$ cat config.mk
export PLATFORM = sky130hd
export DESIGN_NAME = btb_controller_flat
export DESIGN_NICKNAME = d
export VERILOG_FILES = /design/src/rtl/btb_controller_pkg.sv /design/src/rtl/btb_controller_if.sv /design/src/rtl/btb_controller_meta_array.sv /design/src/rtl/btb_controller.sv /design/src/flat_wrapper.sv
export SDC_FILE = /design/constraint.sdc
export NUM_CORES = 1
export LEC_CHECK = 0
export CORE_MARGIN = 2
export CORE_UTILIZATION = 58
export DETAILED_ROUTE_END_ITERATION = 6
export HOLD_SLACK_MARGIN = 0.08
export PLACE_DENSITY = 0.85
export RECOVER_POWER = 50
export REMOVE_ABC_BUFFERS = 1
export SETUP_SLACK_MARGIN = 0.2
export SLEW_MARGIN = 20
export SYNTH_ARGS = -nofsm -noshare
export SYNTH_HDL_FRONTEND = slang
export SYNTH_SLANG_ARGS = --single-unit
$ cat constraint.sdc
create_clock -name clk -period 10.15 [get_ports clk]
set_input_delay 1.5225 -clock clk [delete_from_list [all_inputs] [get_ports clk]]
set_output_delay 1.5225 -clock clk [all_outputs]
set_load 0.01 [all_outputs]
$ cat src/rtl/btb_controller_pkg.sv
// Shared types for the LC-3b fetch-stage branch target buffer.
// Holds the word/index types, the per-entry metadata record and the counter update rule.
package btb_controller_pkg;

    typedef logic [15:0] lc3b_word;
    typedef logic [2:0]  lc3b_c_index;
    typedef logic [11:0] lc3b_btb_tag;
    typedef logic [1:0]  lc3b_btb_ctr;

    localparam int          BTB_ENTRIES   = 8;
    localparam lc3b_btb_ctr BTB_CTR_INIT  = 2'b10;
    localparam lc3b_btb_ctr BTB_CTR_CLEAR = 2'b01;

    typedef struct packed {
        logic        valid;
        lc3b_btb_tag tag;
        lc3b_btb_ctr ctr;
    } btb_meta_t;

    typedef enum logic {
        ST_SWEEP,
        ST_IDLE
    } btb_state_e;

    // Two-bit saturating counter: 00 and 11 are sticky at their ends.
    function automatic lc3b_btb_ctr ctr_next(input lc3b_btb_ctr ctr, input logic taken);
        lc3b_btb_ctr result;
        result = ctr;
        if (taken) begin
            if (ctr != 2'b11) result = ctr + 2'd1;
        end else begin
            if (ctr != 2'b00) result = ctr - 2'd1;
        end
        return result;
    endfunction

endpackage

$ cat src/rtl/btb_controller_if.sv
// Fetch-side bundle for the BTB controller: lookup, resolution update, flush and target-store port.
// master is the controller; slave is the fetch stage that owns the btb_array.
interface btb_controller_if;
    import btb_controller_pkg::*;

    lc3b_word    fetch_pc;
    logic        btb_hit;
    logic        pred_taken;
    lc3b_word    pred_target;

    logic        upd_valid;
    lc3b_word    upd_pc;
    logic        upd_taken;
    lc3b_word    upd_target;

    logic        flush;
    logic        busy;

    lc3b_c_index arr_rindex;
    lc3b_c_index arr_windex;
    logic        arr_write;
    lc3b_word    arr_datain;
    lc3b_word    arr_dataout;

    modport master (
        input  fetch_pc, upd_valid, upd_pc, upd_taken, upd_target, flush, arr_dataout,
        output btb_hit, pred_taken, pred_target, busy,
               arr_rindex, arr_windex, arr_write, arr_datain
    );

    modport slave (
        output fetch_pc, upd_valid, upd_pc, upd_taken, upd_target, flush, arr_dataout,
        input  btb_hit, pred_taken, pred_target, busy,
               arr_rindex, arr_windex, arr_write, arr_datain
    );

endinterface

$ cat src/rtl/btb_controller_meta_array.sv
// Per-entry {valid, tag, counter} store: two combinational read ports (lookup, update),
// one synchronous write port and a synchronous clear port used by the invalidate sweep.
module btb_meta_array
    import btb_controller_pkg::*;
(
    input  logic        clk,
    input  lc3b_c_index lidx,
    output btb_meta_t   lentry,
    input  lc3b_c_index uidx,
    output btb_meta_t   uentry,
    input  logic        we,
    input  lc3b_c_index widx,
    input  btb_meta_t   wentry,
    input  logic        clr,
    input  lc3b_c_index cidx
);

    btb_meta_t mem [BTB_ENTRIES];

    // NOTE: the storage has no reset; the controller's post-reset sweep clears every
    // entry and masks all lookups until it finishes, so a reset here would only cost flops.
    always_ff @(posedge clk) begin
        if (clr) begin
            mem[cidx] <= '{valid: 1'b0, tag: '0, ctr: BTB_CTR_CLEAR};
        end else if (we) begin
            mem[widx] <= wentry;
        end
    end

    assign lentry = mem[lidx];
    assign uentry = mem[uidx];

endmodule

$ cat src/rtl/btb_controller.sv
// LC-3b BTB controller: combinational lookup, one-stage registered update, and an 8-cycle
// invalidate sweep after reset or flush. The target store itself lives outside this block.
module btb_controller
    import btb_controller_pkg::*;
(
    input  logic             clk,
    input  logic             reset,
    btb_controller_if.master bus
);

    btb_state_e  state, state_next;
    lc3b_c_index cnt, cnt_next;
    logic        busy;

    logic        u_valid;
    logic        u_taken;
    lc3b_c_index u_idx;
    lc3b_btb_tag u_tag;
    lc3b_word    u_target;
    logic        u_hit;

    lc3b_c_index fetch_idx;
    lc3b_btb_tag fetch_tag;
    btb_meta_t   l_entry, u_entry;

    logic        meta_we;
    lc3b_c_index meta_widx;
    btb_meta_t   meta_wentry;
    logic        meta_clr;
    lc3b_c_index meta_cidx;

    logic        arr_write;
    lc3b_c_index arr_windex;
    lc3b_word    arr_datain;

    logic        lookup_hit;
    logic        unused_pc_lsb;

    assign fetch_idx     = bus.fetch_pc[3:1];
    assign fetch_tag     = bus.fetch_pc[15:4];
    assign unused_pc_lsb = bus.fetch_pc[0] ^ bus.upd_pc[0];

    btb_meta_array u_meta (
        .clk    (clk),
        .lidx   (fetch_idx),
        .lentry (l_entry),
        .uidx   (u_idx),
        .uentry (u_entry),
        .we     (meta_we),
        .widx   (meta_widx),
        .wentry (meta_wentry),
        .clr    (meta_clr),
        .cidx   (meta_cidx)
    );

    // NOTE: sequential state uses non-blocking assignments so every flop samples
    // pre-edge values regardless of process ordering.
    always_ff @(posedge clk) begin
        if (reset) begin
            state <= ST_SWEEP;
            cnt   <= '0;
        end else begin
            state <= state_next;
            cnt   <= cnt_next;
        end
    end

    // NOTE: every always_comb output gets a default first, so no path leaves it unassigned.
    always_comb begin
        state_next = state;
        cnt_next   = cnt;
        unique case (state)
            ST_SWEEP: begin
                if (bus.flush) begin
                    cnt_next = '0;
                end else if (cnt == lc3b_c_index'(BTB_ENTRIES - 1)) begin
                    state_next = ST_IDLE;
                    cnt_next   = '0;
                end else begin
                    cnt_next = cnt + 3'd1;
                end
            end
            ST_IDLE: begin
                if (bus.flush) begin
                    state_next = ST_SWEEP;
                    cnt_next   = '0;
                end
            end
            default: begin
                state_next = ST_SWEEP;
                cnt_next   = '0;
            end
        endcase
    end

    // Update register U: flush and the sweep both discard whatever is pending or arriving.
    always_ff @(posedge clk) begin
        if (reset || busy || bus.flush) begin
            u_valid <= 1'b0;
        end else begin
            u_valid <= bus.upd_valid;
        end
        u_taken  <= bus.upd_taken;
        u_idx    <= bus.upd_pc[3:1];
        u_tag    <= bus.upd_pc[15:4];
        u_target <= bus.upd_target;
    end

    assign u_hit = u_entry.valid && (u_entry.tag == u_tag);

    always_comb begin
        busy        = 1'b0;
        arr_write   = 1'b0;
        arr_windex  = u_idx;
        arr_datain  = u_target;
        meta_we     = 1'b0;
        meta_widx   = u_idx;
        meta_wentry = '{valid: 1'b1, tag: u_tag, ctr: BTB_CTR_INIT};
        meta_clr    = 1'b0;
        meta_cidx   = cnt;
        unique case (state)
            ST_SWEEP: begin
                busy       = 1'b1;
                arr_write  = 1'b1;
                arr_windex = cnt;
                arr_datain = '0;
                meta_clr   = 1'b1;
            end
            ST_IDLE: begin
                if (u_valid && !bus.flush) begin
                    if (u_hit) begin
                        meta_we     = 1'b1;
                        meta_wentry = '{valid: 1'b1, tag: u_tag,
                                        ctr: ctr_next(u_entry.ctr, u_taken)};
                        arr_write   = u_taken;
                    end else if (u_taken) begin
                        // Miss and taken: allocate over whatever alias occupied the slot.
                        meta_we   = 1'b1;
                        arr_write = 1'b1;
                    end
                end
            end
            default: begin
                busy = 1'b1;
            end
        endcase
    end

    assign lookup_hit      = !busy && l_entry.valid && (l_entry.tag == fetch_tag);
    assign bus.btb_hit     = lookup_hit;
    assign bus.pred_taken  = lookup_hit && l_entry.ctr[1];
    assign bus.pred_target = (lookup_hit && l_entry.ctr[1]) ? bus.arr_dataout : '0;
    assign bus.busy        = busy;
    assign bus.arr_rindex  = fetch_idx;
    assign bus.arr_windex  = arr_windex;
    assign bus.arr_write   = arr_write;
    assign bus.arr_datain  = arr_datain;

endmodule

$ cat src/flat_wrapper.sv
// flat-port wrapper written by rule: the top's interface ports become plain ports
module btb_controller_flat import btb_controller_pkg::*;
  (clk, reset, bus_fetch_pc, bus_upd_valid, bus_upd_pc, bus_upd_taken, bus_upd_target, bus_flush, bus_arr_dataout, bus_btb_hit, bus_pred_taken, bus_pred_target, bus_busy, bus_arr_rindex, bus_arr_windex, bus_arr_write, bus_arr_datain);
  btb_controller_if bus_i ();
  input  logic clk;
  input  logic reset;
  input wire logic [$bits(bus_i.fetch_pc)-1:0] bus_fetch_pc;
  input wire logic [$bits(bus_i.upd_valid)-1:0] bus_upd_valid;
  input wire logic [$bits(bus_i.upd_pc)-1:0] bus_upd_pc;
  input wire logic [$bits(bus_i.upd_taken)-1:0] bus_upd_taken;
  input wire logic [$bits(bus_i.upd_target)-1:0] bus_upd_target;
  input wire logic [$bits(bus_i.flush)-1:0] bus_flush;
  input wire logic [$bits(bus_i.arr_dataout)-1:0] bus_arr_dataout;
  output wire logic [$bits(bus_i.btb_hit)-1:0] bus_btb_hit;
  output wire logic [$bits(bus_i.pred_taken)-1:0] bus_pred_taken;
  output wire logic [$bits(bus_i.pred_target)-1:0] bus_pred_target;
  output wire logic [$bits(bus_i.busy)-1:0] bus_busy;
  output wire logic [$bits(bus_i.arr_rindex)-1:0] bus_arr_rindex;
  output wire logic [$bits(bus_i.arr_windex)-1:0] bus_arr_windex;
  output wire logic [$bits(bus_i.arr_write)-1:0] bus_arr_write;
  output wire logic [$bits(bus_i.arr_datain)-1:0] bus_arr_datain;
  assign bus_i.fetch_pc = bus_fetch_pc;
  assign bus_i.upd_valid = bus_upd_valid;
  assign bus_i.upd_pc = bus_upd_pc;
  assign bus_i.upd_taken = bus_upd_taken;
  assign bus_i.upd_target = bus_upd_target;
  assign bus_i.flush = bus_flush;
  assign bus_i.arr_dataout = bus_arr_dataout;
  assign bus_btb_hit = bus_i.btb_hit;
  assign bus_pred_taken = bus_i.pred_taken;
  assign bus_pred_target = bus_i.pred_target;
  assign bus_busy = bus_i.busy;
  assign bus_arr_rindex = bus_i.arr_rindex;
  assign bus_arr_windex = bus_i.arr_windex;
  assign bus_arr_write = bus_i.arr_write;
  assign bus_arr_datain = bus_i.arr_datain;
  btb_controller u_core (.clk(clk), .reset(reset), .bus(bus_i));
endmodule
Yosys cells after proc, flatten, opt, wreduce, memory -nomap -nowiden
Memories as Yosys holds them, arrays and structs flattened. A register that Yosys moved wholly into a read port is not among the register bits.
Index checks and enable logic that the tools add are counted.
{"block": "totals", "reg_bits": 37, "ramBits": 120, "in_bits": 69, "out_inout_bits": 42, "elab_cells": 58, "mem_count": 1}
{"block": "op_classes", "addsub": 3, "eq_ne": 5, "mux": 31, "bitwise_logic": 1, "n_reduce_logical": 10}
{"memory": "u_core.u_meta.mem", "words": 8, "word_bits": 15, "read_ports": 2, "rd_clocked_by_memory_dff": 1, "write_ports": 1, "line": "btb_controller_meta_array.sv:18", "text": "btb_meta_t mem [BTB_ENTRIES];"}
{"operator": "16-bit 2-to-1 mux", "n": 2}
{"operator": "12-bit equality test", "n": 2}
{"operator": "15-bit 2-to-1 mux", "n": 1}
{"operator": "3-bit 2-to-1 mux", "n": 5}
{"operator": "15-bit OR reduction", "n": 1}
{"operator": "1-bit 2-to-1 mux", "n": 14}
{"operator": "2-bit 2-to-1 mux", "n": 6}
{"operator": "3-bit case mux with 2 select lines", "n": 1}
{"operator": "1-bit logical AND", "n": 5}
{"operator": "2-bit inequality test (second input constant)", "n": 2}
{"operator": "1-bit case mux with 2 select lines", "n": 2}
{"operator": "3-bit by 1-bit adder with 3-bit output (second input constant)", "n": 1}
{"operator": "3-bit equality test (second input constant)", "n": 1}
{"operator": "2-bit by 1-bit adder with 2-bit output (second input constant)", "n": 1}
{"operator": "1-bit logical OR", "n": 2}
{"operator": "2-bit nonzero test", "n": 1}
{"operator": "2-bit by 1-bit subtractor with 2-bit output (second input constant)", "n": 1}
{"operator": "1-bit logical NOT", "n": 1}
{"operator": "1-bit inverter", "n": 1}

Logic depth before layout (Yosys ltp)
Gate-level depths: netlist (run 1).
{"block": "depth", "depth_word": 10, "depth_mapped": 10}

Hierarchy
From an unflattened synthesis (run 1), not the netlist that was laid out.
{"block": "hier_totals", "cells_unflattened": 405, "area_unflattened_um2": 7335.8}
{"module": "btb_meta_array", "n_inst": 1, "cells_per_inst": 265, "area_each_um2": 5856.9, "seq_area_each_um2": 3603.5}
{"module": "btb_controller", "n_inst": 1, "cells_per_inst": 140, "area_each_um2": 1478.9, "seq_area_each_um2": 740.7}

Least setup slack after synthesis (run 1)
Ideal clock, no wire load.
{"block": "synth_path", "path_type": "input -> output", "startpoint": "in bus_fetch_pc[2]", "endpoint": "out bus_pred_target[10]", "arrival_ps": 3922, "setup_slack_ps": 4705, "stages": 10, "path_cell_list": "clkbuf_1 -> clkbuf_1 -> mux4_2 -> mux2i_1 -> xor2_1 -> nand4_1 -> nor4_2 -> and2b_1 -> buf_4 -> and2_1"}
{"block": "synth_between", "elab_chain_cells": 5, "word_cells_on_any_way": 6, "classes_between": "eq/ne (1); mux (1); reduce/logical (3); memory (1)"}
{"item": "from (decl)", "line": "flat_wrapper.sv:7", "text": "input wire logic [$bits(bus_i.fetch_pc)-1:0] bus_fetch_pc;"}
{"item": "memory 8 x 15 bit *"}
{"item": "12-bit equality test or 1-bit logical AND (tied branches)", "line": "btb_controller.sv:149", "text": "assign lookup_hit = !busy && l_entry.valid && (l_entry.tag == fetch_tag);"}
{"item": "1-bit logical AND *", "line": "btb_controller.sv:149"}
{"item": "via bus_btb_hit", "line": "flat_wrapper.sv:14", "text": "output wire logic [$bits(bus_i.btb_hit)-1:0] bus_btb_hit;"}
{"item": "1-bit logical AND *"}
{"item": "via bus_pred_taken", "line": "flat_wrapper.sv:15", "text": "output wire logic [$bits(bus_i.pred_taken)-1:0] bus_pred_taken;"}
{"item": "16-bit 2-to-1 mux *", "line": "btb_controller.sv:152", "text": "assign bus.pred_target = (lookup_hit && l_entry.ctr[1]) ? bus.arr_dataout : '0;"}
{"item": "to (decl)", "line": "flat_wrapper.sv:16", "text": "output wire logic [$bits(bus_i.pred_target)-1:0] bus_pred_target;"}
The timed path passes the listed nets; every way through them passes the cells marked *.

Worst setup path after layout (run 1)
{"block": "layout_path", "startpoint": "reg u_core.u_idx[0] (netlist: u_core.meta_widx[0])", "endpoint": "mem u_core.u_meta.mem[7][11] in the netlist's numbering (enable)"}
{"block": "layout_between", "elab_chain_cells": 1}
{"item": "from (decl)", "line": "btb_controller.sv:17", "text": "lc3b_c_index u_idx;"}
{"item": "from (signal assigned)", "line": "btb_controller.sv:104", "text": "u_idx <= bus.upd_pc[3:1];"}
{"item": "3-bit 2-to-1 mux (no line)"}
{"item": "to (decl)", "line": "btb_controller_meta_array.sv:18"}
Every way passes these cells.

==> impl_metrics.json, run 1 <==
{
  "ir_drop_mv": 0.146,
  "clk_latency_ns": 0.42,
  "drt-initial-drc-count": 399,
  "start_util_pct": 59.3,
  "drc": 0,
  "max_slew_margin_pct": -92.4,
  "r2r_slack_ns": 3.44,
  "final_nets": 603,
  "synth-simple-area-share_pct": 7.13,
  "cts_tree": "done",
  "synthMuxAreaShare_pct": 22.7,
  "p_int_w": 0.00110,
  "setup_viol": 0,
  "tns_ns": 0,
  "num_antenna_cells": 0,
  "synth-xor-area-share_pct": 2.58,
  "p_seq_share_pct": 50.4,
  "critPathArrivalTime_ns": 6.74,
  "die_x_microns": 115,
  "vias_per_cell": 6.26,
  "cts_hold_buf": 0,
  "critPathCaptureType": "flop",
  "gp_congestion": 0.772,
  "clkTransAtPathRegs_ns": 0.06,
  "die_y_microns": 115,
  "min_period_ns": 6.71,
  "nFillCells": 728,
  "fp.coreArea_sq_mm": 0.0120,
  "slew_viol_final": 38,
  "cp_max_fo": 37,
  "drive_gt1_share_pct": 19.4,
  "post_drt_wl_per_cell_microns": 23.5,
  "status": "finished with violations",
  "grt_max_degree": 38,
  "gr-total-overflow": 0,
  "finalWirelength_microns": 16300,
  "clock.fmax_mhz": 149,
  "holdPathStages": 2,
  "drv_cap": 1,
  "async_flop_share_pct": 0,
  "ant_nets": 0,
  "synth_edf_count": 120,
  "syn_inst": 427,
  "synth_area_sq_mm": 0.00713,
  "io_buffers": 108,
  "r2r_cells": 8,
  "synth_flop_cell": "edfxtp_1",
  "rows": 40,
  "layout_commonest_cell": "edfxtp_1",
  "failed_checks": "capacitance limit, slew limit",
  "setup.worst_path.start_class": "flop",
  "p_per_area_mw_per_mm2": 158,
  "power.leakage_nw": 2.93,
  "avgSynthCellArea_sq_um": 16.7,
  "clockRootBuffer": "clkbuf_16",
  "hpwl_microns": 10100,
  "clkPwrFrac_pct": 41.9,
  "crit_type": "flop to flop",
  "rsz0062_at_grt": "no",
  "hold_viol": 0,
  "numCtsBuffers": 17,
  "yosysSeqAreaShare_pct": 60.9,
  "grt_pass1_wl_microns": 25100,
  "cp.required_ns": 10.18,
  "synth_top_family_by_area": "multiplexers",
  "ctsResizeCount": 0,
  "switching_power_w": 0.000313,
  "synthAdderAreaFrac_pct": 0.632,
  "synth_compound_area_share_pct": 3.51,
  "firstDrtPassIters": 5,
  "dp_slack_ns": 3.60,
  "hold_start": "u_core.cnt[0]$_SDFFE_PP0P_",
  "layout_common_cells": "edfxtp_1, clkdlybuf4s50_1, mux4_2",
  "grt_pass1_vias": 4508,
  "via_count": 4333,
  "numClockSinks": 157,
  "crit-reg2reg-capture": "u_core.u_meta.mem[7][11]$_DFFE_PP_",
  "cts_setup_buffers": 0,
  "ys_ff_latch": 157,
  "die-area_sq_mm": 0.0132,
  "switching_share_pct": 22.2,
  "r2r_start": "u_core.meta_widx[0]$_DFF_P_",
  "worst_pin_slew_ns": 2.89,
  "setup_ws_ns": 3.44,
  "antenna_found_initial": 0,
  "min_path_type": "flop to flop",
  "timing.final.crit_share_pct": 66.1,
  "skew_ns": 0.0100,
  "synth_cell_type_count": 42,
  "cts_buffer_depth": 2,
  "cts_htree_levels": 4,
  "hold_path_end": "u_core.cnt[0]$_SDFFE_PP0P_",
  "yosys_warnings": 0,
  "grt_usage_pct": 26.5,
  "comb_power_share_pct": 7.7,
  "pin_count": 111,
  "synthToLayoutAreaGrowth_pct": 25.0
}
-- critical path, stage by stage, from the launching register on --
cell and delay (ns):
dfxtp_2 0.31, clkbuf_1 2.02, mux4_2 0.71, mux2i_1 0.20, xor2_1 0.35, o2111ai_1 0.28, o41ai_4 0.92, a21oi_2 0.47
a211oi_4 1.01
-- power by group through the flow --
stage	registers, W	clock network, W	logic, W
2_1_floorplan	0.000725	0	0.0000500
5_1_grt	0.000710	0.000626	0.000116
3_5_place_dp	0.000722	0	0.000111
6_report	0.000709	0.000590	0.000109
4_1_cts	0.000709	0.000598	0.000112
3_3_place_gp	0.000721	0	0.000109
-- flip-flops by register name (all words and copies together), names as in the netlist --
name,count
u_core.u_taken,1
u_core.cnt,3
u_core.u_tag,12
u_core.state,1
u_core.meta_widx,3
u_core.u_target,16
u_core.u_meta.mem,120
u_core.u_valid,1
-- cell type report --
cell class                      count  area, sq um  area share [%]
Clock inverter                     13          116            1.31
Timing Repair Buffer              113         1100            12.4
Inverter                            4         15.0           0.169
Tap cell                          147          184            2.06
Sequential cell                   157         4350            48.8
Multi-Input combinational cell    239         2710            30.4
Clock buffer                       19          433            4.86
-- cell usage after synthesis (all sizes together), types with 8 or more instances --
cell type,n,share of area [%]
edfxtp,120,51
mux4,52,16
dfxtp,37,10
mux2i,36,5.1
and2,35,3.1
xor2,21,2.6
buf,19,1.8
and3,12,1.1
a211oi,8,0.84
clkbuf,8,0.42
mux2,8,1.3
nor3,8,0.56
-- routing by layer --
| metal | GRT usage (%) | vias to the layer above | share of wire, % |
|---|---|---|---|
| li1 | - | 1900 | - |
| met1 | 35.4 | 2138 | 39 |
| met2 | 42.4 | 246 | 49 |
| met3 | 7.22 | 49 | 9.6 |
| met4 | 9.56 | 0 | 2.9 |
| met5 | 0 | - | 0 |
-- stage by stage --
step                      cell area [sq um]  util, %  hold slack (ns)  std cells  total power, W
after global placement                 8360     69.6            0.539        660        0.000829
after detailed placement               8360     69.6            0.553        660        0.000833
after floorplan                        6970        -            0.518        400        0.000775
final                                  8910     74.2            0.570        692         0.00141
after global routing                   8910     74.2            0.575        692         0.00145
after CTS                              8910     74.2            0.567        692         0.00142
-- logic make-up (layout without fill, tap and decap cells) --
family / count (synthesis) / after routing
compound gates: 31 / 31
xor+xnor: 21 / 21
fa+ha+maj: 4 / 4
buf+inv: 31 / 149
flops: 157 / 157
mux: 96 / 96
simple gates: 87 / 87
-- worst max-delay path by stage --
| stage | start | endpoint | slack (ns) | cells after the start |
|---|---|---|---|---|
| 5_1_grt | u_core.meta_widx[0]$_DFF_P_ | u_core.u_meta.mem[3][7]$_DFFE_PP_ | 2.97 | 8 |
| 6_report | u_core.meta_widx[0]$_DFF_P_ | u_core.u_meta.mem[7][11]$_DFFE_PP_ | 3.44 | 8 |
| 2_1_floorplan | u_core.meta_widx[0]$_DFF_P_ | u_core.u_meta.mem[0][0]$_DFFE_PP_ | 5.14 | 7 |
| 3_5_place_dp | bus_fetch_pc[1] | bus_pred_target[15] | 3.60 | 10 |
| 4_1_cts | bus_fetch_pc[1] | bus_pred_target[15] | 3.61 | 10 |
| 3_3_place_gp | bus_fetch_pc[1] | bus_pred_target[8] | 3.72 | 10 |
Power figures use the tool's default switching activity.
==> run 2: changes to the inputs <==
- CORE_UTILIZATION: 58 -> 54
- PLACE_DENSITY: 0.85 -> 0.8
- clock period: 10.15 -> 6.2 ns (I/O delays scaled with it)
==> impl_metrics.json, run 2 (synthesis results as in run 1) <==
{
  "status": "completed",
  "slew_viol_final": 0,
  "postPlaceCellArea_sq_mm": 0.00852,
  "firstDrtPassIters": 5,
  "largest_reg_flops": 120,
  "hold_viol": 0,
  "clk_latency_ns": 0.42,
  "start_util_pct": 55.8,
  "final_nets": 617,
  "top_register": "u_core.u_meta.mem",
  "path_buf_inv": 3,
  "cp.required_ns": 6.32,
  "via_count": 4416,
  "critPathArrivalTime_ns": 5.74,
  "critPathCaptureType": "flop",
  "grt_usage_pct": 24.6,
  "p_per_area_mw_per_mm2": 254,
  "pin_count": 111,
  "largestRegisters": "u_core.u_meta.mem: 120 flops, u_core.u_target: 16 flops, u_core.u_tag: 12 flops",
  "numClockSinks": 157,
  "worstPathCellList": "buf_4 > mux4_2 > mux2i_1 > xor2_1 > o2111ai_1 > o41ai_1 > buf_4 > nand3_1 > a211oi_4 > buf_4",
  "max_slew_margin_pct": 5.80,
  "r2r_cells": 10,
  "hold_ws_ns": 0.570,
  "clkTransAtPathRegs_ns": 0.06,
  "power_w": 0.00230,
  "fp.coreArea_sq_mm": 0.0128,
  "io_buffers": 108,
  "rows": 41,
  "hpwl_microns": 11300,
  "drt-initial-drc-count": 407,
  "die-area_sq_mm": 0.0141,
  "ir_drop_mv": 0.210,
  "r2r_slack_ns": 0.58,
  "gr-total-overflow": 0,
  "cp_max_fo": 14,
  "drc": 0,
  "setup.worst_path.start_class": "flop",
  "ctsResizeCount": 0,
  "critPathMaxStageDelay_ns": 1.15,
  "tns_ns": 0,
  "layout_common_cells": "edfxtp_1, clkdlybuf4s50_1, mux4_2",
  "ant_nets": 0,
  "gp_congestion": 0.842,
  "cts_tree": "done",
  "vias_per_cell": 6.06,
  "cts_htree_levels": 4,
  "die_x_microns": 119,
  "clock.fmax_mhz": 178,
  "crit-reg2reg-capture": "u_core.u_meta.mem[2][11]$_DFFE_PP_",
  "power.leakage_nw": 3.00,
  "synthToLayoutAreaGrowth_pct": 26.8,
  "drive_gt1_share_pct": 21.5,
  "cts_setup_buffers": 0,
  "die_y_microns": 119,
  "min_path_type": "flop to flop",
  "nFillCells": 828,
  "num_antenna_cells": 0,
  "cp_common_cell": "buf_4",
  "crit_end": "u_core.u_meta.mem[2][11]$_DFFE_PP_",
  "grt_pass1_vias": 4571,
  "holdPathStages": 2,
  "crit_start": "u_core.meta_widx[0]$_DFF_P_",
  "antenna_found_initial": 0,
  "cts_buffer_depth": 2,
  "hold_start": "u_core.cnt[0]$_SDFFE_PP0P_",
  "cp_top_family": "compound AO/OA/AOI/OAI gates",
  "finalWirelength_microns": 16700,
  "min_period_ns": 5.62,
  "grt_pass1_wl_microns": 25300,
  "crit_type": "flop to flop",
  "grt_max_degree": 31,
  "drv_cap": 0,
  "setup_viol": 0,
  "cts_hold_buf": 0,
  "layout_commonest_cell": "edfxtp_1",
  "cp_num_cells": 10,
  "worst_pin_slew_ns": 1.39,
  "crit_slowest_cell": "o41ai_1",
  "fin_area_sq_mm": 0.00903,
  "numCtsBuffers": 17,
  "rsz0062_at_grt": "no",
  "timing.final.crit_share_pct": 90.6,
  "skew_ns": 0.00994,
  "clockRootBuffer": "clkbuf_16",
  "r2r_start": "u_core.meta_widx[0]$_DFF_P_",
  "post_drt_wl_per_cell_microns": 22.8
}
run 2: cell types whose count changed in the layout (fill, tap and decap cells not counted), sizes merged:
cell           previous run  this run
clkinv                    7         3
buf                       6        20
clkdlybuf4s50            68        69
inv                       6        10
clkbuf                   20        17
run 2: how the worst min path moves through the flow:
| stage | end | slack (ns) |
|---|---|---|
| floorplan | u_core.cnt[0]$_SDFFE_PP0P_ | 0.52 |
| global placement | u_core.cnt[0]$_SDFFE_PP0P_ | 0.54 |
| detailed placement | u_core.cnt[0]$_SDFFE_PP0P_ | 0.56 |
| CTS | u_core.cnt[0]$_SDFFE_PP0P_ | 0.58 |
| global route | u_core.cnt[0]$_SDFFE_PP0P_ | 0.62 |
| finish | u_core.cnt[0]$_SDFFE_PP0P_ | 0.57 |
run 2: final cells by class:
type	instances	area (sq um)	share of cell area, %
clock inverter	13	114	1.26
clock buffer	17	425	4.71
multi-input combinational	239	2690	29.8
sequential	157	4340	48.1
timing repair buffer	127	1230	13.6
inverter	4	15.0	0.166
tap	172	215	2.38
run 2: per-stage QoR:
stage	utilization, %	setup WS [ns]	instances
2_1_floorplan	-	1.19	400
3_3_place_gp	66.7	0.883	699
3_5_place_dp	66.7	0.815	699
4_1_cts	70.9	0.816	729
5_1_grt	70.7	0.315	729
6_report	70.7	0.581	729
run 2: worst reg2reg max path: stages (launching register included):
cell	delay, ns
dfxtp_1	0.88
buf_4	0.38
mux4_2	0.54
mux2i_1	0.19
xor2_1	0.34
o2111ai_1	0.24
o41ai_1	1.15
buf_4	0.37
nand3_1	0.22
a211oi_4	0.68
buf_4	0.32
run 2: where the power goes:
group | switching, W | internal (W) | leakage, nW
logic | 0.0000786 | 0.0000970 | 1.46
clock network | 0.000406 | 0.000548 | 0.261
registers | 0.0000199 | 0.00115 | 1.28
total | 0.000504 | 0.00179 | 3.00
run 2: metal layers:
metal / vias up / wire (microns) / track usage [%]
li1: 1928 / - / -
met1: 2229 / 6620 / 32.3
met2: 233 / 8350 / 40.0
met3: 26 / 1360 / 5.80
met4: 0 / 328 / 9.52
met5: - / 0 / 0
==> run 3: changes to the inputs <==
- CORE_MARGIN: 2 -> 4
==> impl_metrics.json, run 3 (synthesis results as in run 1) <==
{
  "status": "completed",
  "hold_start": "u_core.cnt[0]$_SDFFE_PP0P_",
  "num_antenna_cells": 0,
  "numClockSinks": 157,
  "skew_ns": 0.00774,
  "numCtsBuffers": 17,
  "layout_common_cells": "edfxtp_1, clkdlybuf4s50_1, mux4_2",
  "power.leakage_nw": 3.00,
  "gp_congestion": 0.813,
  "setup.worst_path.start_class": "input port",
  "crit_slowest_cell": "mux4_2",
  "ant_nets": 0,
  "p_int_w": 0.00184,
  "critPathMaxStageDelay_ns": 0.55,
  "seqCellArea_sq_mm": 0.00435,
  "tns_ns": 0,
  "hold_path_end": "u_core.cnt[0]$_SDFFE_PP0P_",
  "power_w": 0.00235,
  "die-area_sq_mm": 0.0151,
  "layout_commonest_cell": "edfxtp_1",
  "r2r_start": "u_core.meta_widx[1]$_DFF_P_",
  "min_path_type": "flop to flop",
  "hpwl_microns": 11600,
  "comb_power_share_pct": 7.4,
  "cts_buffer_depth": 2,
  "vias_per_cell": 5.98,
  "slew_viol_final": 0,
  "final_nets": 615,
  "cp_top_family": "buffers and inverters",
  "holdPathStages": 2,
  "grt_usage_pct": 23.8,
  "cp_max_fo": 17,
  "cts_tree": "done",
  "post_drt_wl_per_cell_microns": 23.3,
  "synthToLayoutAreaGrowth_pct": 27.4,
  "start_util_pct": 55.8,
  "largest_reg_flops": 120,
  "top_register": "u_core.u_meta.mem",
  "io_buffers": 108,
  "drt-initial-drc-count": 323,
  "clkPwrFrac_pct": 42.8,
  "nFillCells": 765,
  "min_period_ns": 5.26,
  "p_seq_share_pct": 49.8,
  "via_count": 4357,
  "hold_viol": 0,
  "gr-total-overflow": 0,
  "worst_pin_slew_ns": 0.991,
  "ir_drop_mv": 0.222,
  "drive_gt1_share_pct": 21.5,
  "firstDrtPassIters": 7,
  "p_per_area_mw_per_mm2": 259,
  "worstPathCellList": "buf_2 > buf_4 > mux4_2 > mux2i_1 > xor2_1 > nand4_1 > nor4_2 > and2b_1 > and2_1 > clkdlybuf4s50_1",
  "drc": 0,
  "timing.final.crit_share_pct": 84.8,
  "crit-reg2reg-capture": "u_core.u_meta.mem[4][13]$_DFFE_PP_",
  "largestRegisters": "u_core.u_meta.mem: 120 flops, u_core.u_target: 16 flops, u_core.u_tag: 12 flops",
  "multi_input_area_sq_mm": 0.00271,
  "critPathCaptureType": "output pin",
  "max_slew_margin_pct": 32.0,
  "switching_power_w": 0.000508,
  "cp.required_ns": 5.27,
  "pin_count": 111,
  "grt_pass1_wl_microns": 25800,
  "clk_latency_ns": 0.42,
  "critPathArrivalTime_ns": 4.33,
  "r2r_slack_ns": 1.48,
  "die_x_microns": 123,
  "crit_type": "input port to output pin",
  "clock.fmax_mhz": 190,
  "cts_setup_buffers": 0,
  "switching_share_pct": 21.6,
  "clkTransAtPathRegs_ns": 0.06,
  "grt_pass1_vias": 4603,
  "die_y_microns": 123,
  "drv_cap": 0,
  "setup_viol": 0,
  "clockRootBuffer": "clkbuf_16",
  "antenna_found_initial": 0,
  "ctsResizeCount": 0,
  "finalWirelength_microns": 17000,
  "cts_htree_levels": 4,
  "grt_max_degree": 31,
  "r2r_cells": 9,
  "rsz0062_at_grt": "no",
  "cts_hold_buf": 0,
  "rows": 41,
  "path_buf_inv": 3,
  "fp.coreArea_sq_mm": 0.0128
}
## run 3: worst max path at each step
stage               cells after the start                                end  slack (ns)                   startpoint
finish                                 10                 bus_pred_target[0]        0.94              bus_fetch_pc[1]
detailed placement                     10                 bus_pred_target[0]        0.81              bus_fetch_pc[1]
global placement                       10                 bus_pred_target[0]        0.90              bus_fetch_pc[1]
CTS                                    10                 bus_pred_target[0]        0.82              bus_fetch_pc[1]
floorplan                               7  u_core.u_meta.mem[0][0]$_DFFE_PP_        1.19  u_core.meta_widx[0]$_DFF_P_
global route                           10                 bus_pred_target[0]        0.62              bus_fetch_pc[1]
## run 3: metrics by stage
step                utilization [%]  setup slack, ns  instances  hold WS (ns)  instance area, sq um
floorplan                         -             1.19        400         0.518                  6970
global placement               66.5            0.902        697         0.547                  8500
detailed placement             66.5            0.814        697         0.573                  8500
CTS                            71.2            0.819        729         0.586                  9090
global route                   71.1            0.621        729         0.639                  9080
finish                         71.1            0.945        729         0.597                  9080
## run 3: worst register-to-register path, stage by stage, from the launching register on
cell	delay, ns
dfxtp_1	0.94
clkbuf_1	0.62
nor2_1	0.21
a22oi_1	0.24
and3_1	0.21
o2111ai_1	0.21
o41ai_4	0.68
a21oi_2	0.38
a211oi_4	0.61
buf_4	0.31
## run 3: power by group through the flow
stage	combinational (W)	sequential [W]	clock, W
after floorplan	0.0000818	0.00119	0
after global placement	0.000175	0.00119	0
after detailed placement	0.000179	0.00119	0
after CTS	0.000180	0.00117	0.00101
after global routing	0.000186	0.00117	0.00107
final	0.000174	0.00117	0.00100
## run 3: final cells by class
class                   count  area share (%)
flip-flops and latches    157            47.9
multi-input cells         239            29.8
repair buffers            125            13.3
clock buffers              20            5.26
well taps                 172            2.37
clock inverters            12            1.23
inverters                   4           0.165
## run 3: layer usage
layer / wire [microns] / share of wire [%] / track usage, %
met2: 8550 / 50 / 38.8
met3: 1420 / 8.4 / 7.09
met4: 233 / 1.4 / 6.65
met5: 0 / 0 / 0
met1: 6780 / 40 / 31.4
